[src/rtl/sopc_pio_pkg.sv]
// Shared register map and helpers for the Avalon-MM output PIO with pulse support.
package sopc_pio_pkg;

   localparam logic [2:0] ADDR_DATA   = 3'd0;
   localparam logic [2:0] ADDR_MASK   = 3'd1;
   localparam logic [2:0] ADDR_LEN    = 3'd2;
   localparam logic [2:0] ADDR_STATUS = 3'd3;
   localparam logic [2:0] ADDR_SET    = 3'd4;
   localparam logic [2:0] ADDR_CLEAR  = 3'd5;
   localparam logic [2:0] ADDR_TOGGLE = 3'd6;

   localparam int STATUS_BUSY_BIT = 0;

   // Only these writes can raise a DATA bit, so only they can start a pulse.
   function automatic logic is_pulse_source(input logic [2:0] addr);
      return (addr == ADDR_DATA) || (addr == ADDR_SET) || (addr == ADDR_TOGGLE);
   endfunction

endpackage

[src/rtl/sopc_pio_pulse_timer.sv]
// Pulse down-counter: load/retrigger on start, expiry strobe when it reaches zero while busy.
module sopc_pio_pulse_timer #(
   parameter int CNT_W = 16
) (
   input  logic             clk,
   input  logic             reset,
   input  logic             start,
   input  logic [CNT_W-1:0] len,
   output logic             busy,
   output logic             expire
);

   logic [CNT_W-1:0] cnt_reg;
   logic             busy_reg;

   assign busy   = busy_reg;
   assign expire = busy_reg && (cnt_reg == '0);

   // A start on the expiry cycle wins: the counter reloads and busy stays set.
   always_ff @(posedge clk) begin
      if (reset) begin
         cnt_reg  <= '0;
         busy_reg <= 1'b0;
      end else if (start) begin
         cnt_reg  <= len;
         busy_reg <= 1'b1;
      end else if (expire) begin
         busy_reg <= 1'b0;
      end else if (busy_reg) begin
         cnt_reg <= cnt_reg - CNT_W'(1);
      end
   end

endmodule

[src/rtl/sopc_pio_out_ext.sv]
// Avalon-MM output PIO with set/clear/toggle aliases and self-clearing pulsed bits.
module sopc_pio_out_ext
   import sopc_pio_pkg::*;
#(
   parameter int                    DATA_WIDTH  = 32,
   parameter logic [DATA_WIDTH-1:0] RESET_VALUE = '0,
   parameter int                    CNT_W       = 16
) (
   input  logic                  clk,
   input  logic                  reset,
   input  logic [2:0]            address,
   input  logic                  chipselect,
   input  logic                  write_n,
   input  logic                  read_n,
   input  logic [31:0]           writedata,
   output logic [31:0]           readdata,
   output logic [DATA_WIDTH-1:0] out_port
);

   logic                  wr_en;
   logic                  rd_en;
   logic [DATA_WIDTH-1:0] wd;
   logic [DATA_WIDTH-1:0] data_reg;
   logic [DATA_WIDTH-1:0] data_post;
   logic [DATA_WIDTH-1:0] data_next;
   logic [DATA_WIDTH-1:0] mask_reg;
   logic [DATA_WIDTH-1:0] rise;
   logic [CNT_W-1:0]      len_reg;
   logic [31:0]           readdata_reg;
   logic [31:0]           readdata_next;
   logic                  busy;
   logic                  expire;
   logic                  start;

   assign wr_en    = chipselect && !write_n;
   assign rd_en    = chipselect && !read_n;
   assign wd       = writedata[DATA_WIDTH-1:0];
   assign out_port = data_reg;
   assign readdata = readdata_reg;

   // Expiry clears first; the bus write then operates on the post-expiry value.
   assign data_post = expire ? (data_reg & ~mask_reg) : data_reg;

   always_comb begin
      data_next = data_post;
      if (wr_en) begin
         case (address)
            ADDR_DATA:   data_next = wd;
            ADDR_SET:    data_next = data_post | wd;
            ADDR_CLEAR:  data_next = data_post & ~wd;
            ADDR_TOGGLE: data_next = data_post ^ wd;
            default:     data_next = data_post;
         endcase
      end
   end

   generate
      for (genvar gi = 0; gi < DATA_WIDTH; gi++) begin : g_rise
         assign rise[gi] = mask_reg[gi] && !data_post[gi] && data_next[gi];
      end
   endgenerate

   assign start = wr_en && is_pulse_source(address) && (|rise);

   sopc_pio_pulse_timer #(
      .CNT_W (CNT_W)
   ) u_timer (
      .clk    (clk),
      .reset  (reset),
      .start  (start),
      .len    (len_reg),
      .busy   (busy),
      .expire (expire)
   );

   always_comb begin
      readdata_next = '0;
      case (address)
         ADDR_DATA:   readdata_next = 32'(data_reg);
         ADDR_MASK:   readdata_next = 32'(mask_reg);
         ADDR_LEN:    readdata_next = 32'(len_reg);
         ADDR_STATUS: readdata_next[STATUS_BUSY_BIT] = busy;
         default:     readdata_next = '0;
      endcase
   end

   always_ff @(posedge clk) begin
      if (reset) begin
         data_reg     <= RESET_VALUE;
         mask_reg     <= '0;
         len_reg      <= '0;
         readdata_reg <= '0;
      end else begin
         data_reg <= data_next;
         if (wr_en && address == ADDR_MASK) begin
            mask_reg <= wd;
         end
         if (wr_en && address == ADDR_LEN) begin
            len_reg <= writedata[CNT_W-1:0];
         end
         if (rd_en) begin
            readdata_reg <= readdata_next;
         end
      end
   end

endmodule

[config.mk]
export PLATFORM = sky130hd
export DESIGN_NAME = sopc_pio_out_ext
export DESIGN_NICKNAME = d
export VERILOG_FILES = /design/src/rtl/sopc_pio_pkg.sv /design/src/rtl/sopc_pio_pulse_timer.sv /design/src/rtl/sopc_pio_out_ext.sv
export SDC_FILE = /design/constraint.sdc
export NUM_CORES = 1
export LEC_CHECK = 0
export ABC_CLOCK_PERIOD_IN_PS = 11670
export BUFFER_PORTS_ARGS = -buffer_cell sky130_fd_sc_hd__buf_2
export CORE_MARGIN = 5
export CORE_UTILIZATION = 60
export CTS_BUF_LIST = sky130_fd_sc_hd__clkbuf_8
export DETAILED_ROUTE_END_ITERATION = 16
export MAX_ROUTING_LAYER = met4
export PLACE_DENSITY = 0.9
export SYNTH_ARGS = -nofsm -noshare
export SYNTH_HDL_FRONTEND = slang
export SYNTH_SLANG_ARGS = --single-unit
[constraint.sdc]
create_clock -name clk -period 11.67 [get_ports clk]
set_input_delay 1.167 -clock clk [delete_from_list [all_inputs] [get_ports clk]]
set_output_delay 1.167 -clock clk [all_outputs]
set_load 0.005 [all_outputs]
==> run_results.csv <==
group,metric,value,unit
place,gp_congestion,0.919,
global_route,grt_pass1_wl,39100,um
die,fp.dieH,127,um
global_route,antenna_found_initial,0,
final_layout,fin_cells,1359,
route,firstDrtPassIters,5,
timing,max-slew-margin-rel,22.4,%
clock_tree,cts_setup_buffers,0,
route,vias,8334,
route,first_iter_violations,994,
setup_path,worstPathRequired,12.04,ns
synthesis,ys_ff_latch,129,
die,fp.dieW,127,um
die,rows,42,
hold_path,hold_class,"reg2reg",
pwr,ir_drop,0.133,mV
synthesis,synth_cell_types,46,
setup_path,slowest_stage,"nor4_4",
timing,post-route-min-period,4.41,ns
final_layout,area_delta_synth_final,10.9,%
synthesis,synth_top_area_share,31.2,%
timing,max_freq,227,MHz
synthesis,synth_area_leaders,"dfxtp_1 (31%), nand2_1 (12%), ha_1 (10%)",
timing,hold_ws,0.482,ns
timing,worst_slew_pin_slew,1.16,ns
setup_path,worstSetupEndpointType,"flop",
route,route.detailed.drc,0,
setup_path,crit_fanout,32,
synthesis,synth_nets,1225,
synthesis,yosysMostFrequentCell,"nand2_1",
setup_path,critical_path_arrival,4.78,ns
synthesis,ys.flop_type,"dfxtp_1",
global_route,track_usage,30.5,%
global_route,grt_max_degree,93,
clock_tree,cts_tree,"built",
clock_tree,cts_root_buffer,"clkbuf_8",
die,io_pins,104,
setup_path,crit_path_start_kind,"flop",
final_layout,nets,1276,
clock_tree,path_clk_slew,0.08,ns
clock_tree,htree_levels,4,
timing,hold_viol_final,0,
route,ant_nets,0,
clock_tree,clk_path_buf_depth,2,
die,dieArea,16200,um2
synthesis,seq_area_frac_synth,31.2,%
synthesis,netlist_area,8270,um2
place,dp_cells,1327,
synthesis,syn_area_per_cell,7.39,um2
timing,drv_slew,0,
timing,final.setup.tns,0,ns
route,routed_wl,24100,um
setup_path,path_common_cell,"inv_1",
clock_tree,cts_resized,0,
die,core,13400,um2
run_status,outcome,"finished clean",
clock_tree,cts_buffers,17,
synthesis,yosys.area.top_type,"dfxtp_1",
timing,fin_worst_skew,0.0137,ns
place,io_buffers,103,
timing,finalSetupViolations,0,
pwr,power_leakage,4.07,nW
final_layout,n_antenna_cell,0,
synthesis,syn_inst,1119,
synthesis,postSynth.asyncResetShare,0,%
synthesis,ys_warn_count,0,
clock_tree,cts.sinks,129,
run,cap_viol_max_count,0,
synthesis,synth_edf_count,0,
setup_path,max_stage_delay,0.82,ns
setup_path,worstSetupPathType,"reg2reg",
global_route,grt_pass1_vias,7828,
timing,finalCritPeriodShare,37.8,%
final_layout,final_core_util,68.4,%
route,routedWlPerCell,17.7,um
global_route,grt-ovfl-total,0,
synthesis,yosys-top-cells-count,"nand2_1 (274), dfxtp_1 (129), nor2_1 (105)",
clock_tree,insertion_delay,0.46,ns
clock_tree,hold_buffers,0,
place,dp_hpwl,16400,um
die,initial_utilization,61.7,%
route,viasPerCell,6.13,
timing,grt_setup_unrepaired,"no",
final_layout,layout-drive-gt1-share,15.5,%
setup_path,cp_cell_sequence,"inv_1 > ha_1 > nor4b_1 > and4_1 > buf_4 > nand2_1 > nand2_1 > inv_1 > ha_1 > inv_1 > a32oi_1 > a211oi_1 > a32oi_1 > nand4_1 > nor4_4 > nor3_1 > a211oi_1",
pwr,p_per_area,109,nW/um2
routing by layer:
layer / wire [um] / up-vias / track usage (%)
met2: 10800 / 464 / 46.4
met4: 796 / 0 / 13.3
met1: 10000 / 3839 / 39.2
li1: - / 3942 / -
met5: 0 / - / -
met3: 2420 / 89 / 6.30
cells by family (layout without fill, tap and decap cells):
group,count (synthesis),in the layout,share of synthesized area [%]
AND/OR/NAND/NOR,448,448,22.5
AO/OA/AOI/OAI,256,256,21.8
buffers and inverters,173,237,8.58
flip-flops,129,129,31.2
adder cells (fa/ha/maj),67,67,10.1
multiplexers,32,32,4.27
XOR/XNOR,14,14,1.48
report_power, final:
part	leakage (nW)	internal, W	switching [W]
clock	0.223	0.000234	0.000183
combinational	2.81	0.0000409	0.0000836
sequential	1.04	0.000448	0.0000100
critical path: cells and delay by family, from the launching register on:
family	cells	cell delay, ns
compound gates	4	0.91
fa+ha+maj	2	0.43
buf+inv	4	0.58
flops	1	0.30
simple gates	7	2.06
area by class of cell:
class | instances | area (um2)
Clock inverter | 14 | 174
Clock buffer | 18 | 248
Fill cell | 1130 | 4230
Timing Repair Buffer | 118 | 631
Inverter | 87 | 327
Sequential cell | 129 | 2580
Multi-Input combinational cell | 817 | 4980
Tap cell | 176 | 220
stage by stage:
| stage | worst slack, ns | cell area [um2] | power [W] |
|---|---|---|---|
| 6_report | 7.26 | 9170 | 0.000999 |
| 5_1_grt | 6.97 | 9170 | 0.00104 |
| 4_1_cts | 7.32 | 9170 | 0.00100 |
| 3_5_place_dp | 7.01 | 8740 | 0.000588 |
| 3_3_place_gp | 7.08 | 8740 | 0.000584 |
| 2_1_floorplan | 7.99 | 8270 | 0.000548 |
cells in the final DEF, fill, tap and decap left out, drive strengths merged, types with 6 or more instances in the layout:
cell type  count
nand2        275
dfxtp        129
buf          118
nor2         105
inv           91
a21oi         69
ha            66
a211oi        65
a32oi         36
nor3          33
a22oi         32
o21ai         25
clkbuf        18
mux2          16
o211ai        16
mux2i         15
xnor2         13
a211o         12
nand4          8
nor4           6
worst paths after layout:
path	start	to	slack [ns]	cells after the start
worst max-delay path	u_timer.cnt_reg[0]	u_timer.cnt_reg[0]	7.26	17
worst min-delay path	len_reg[10]	len_reg[10]	0.48	2
worst max register to register	u_timer.cnt_reg[0]	u_timer.cnt_reg[0]	7.26	17
worst min register to register	len_reg[10]	len_reg[10]	0.48	2
Power figures use the tool's default switching activity.
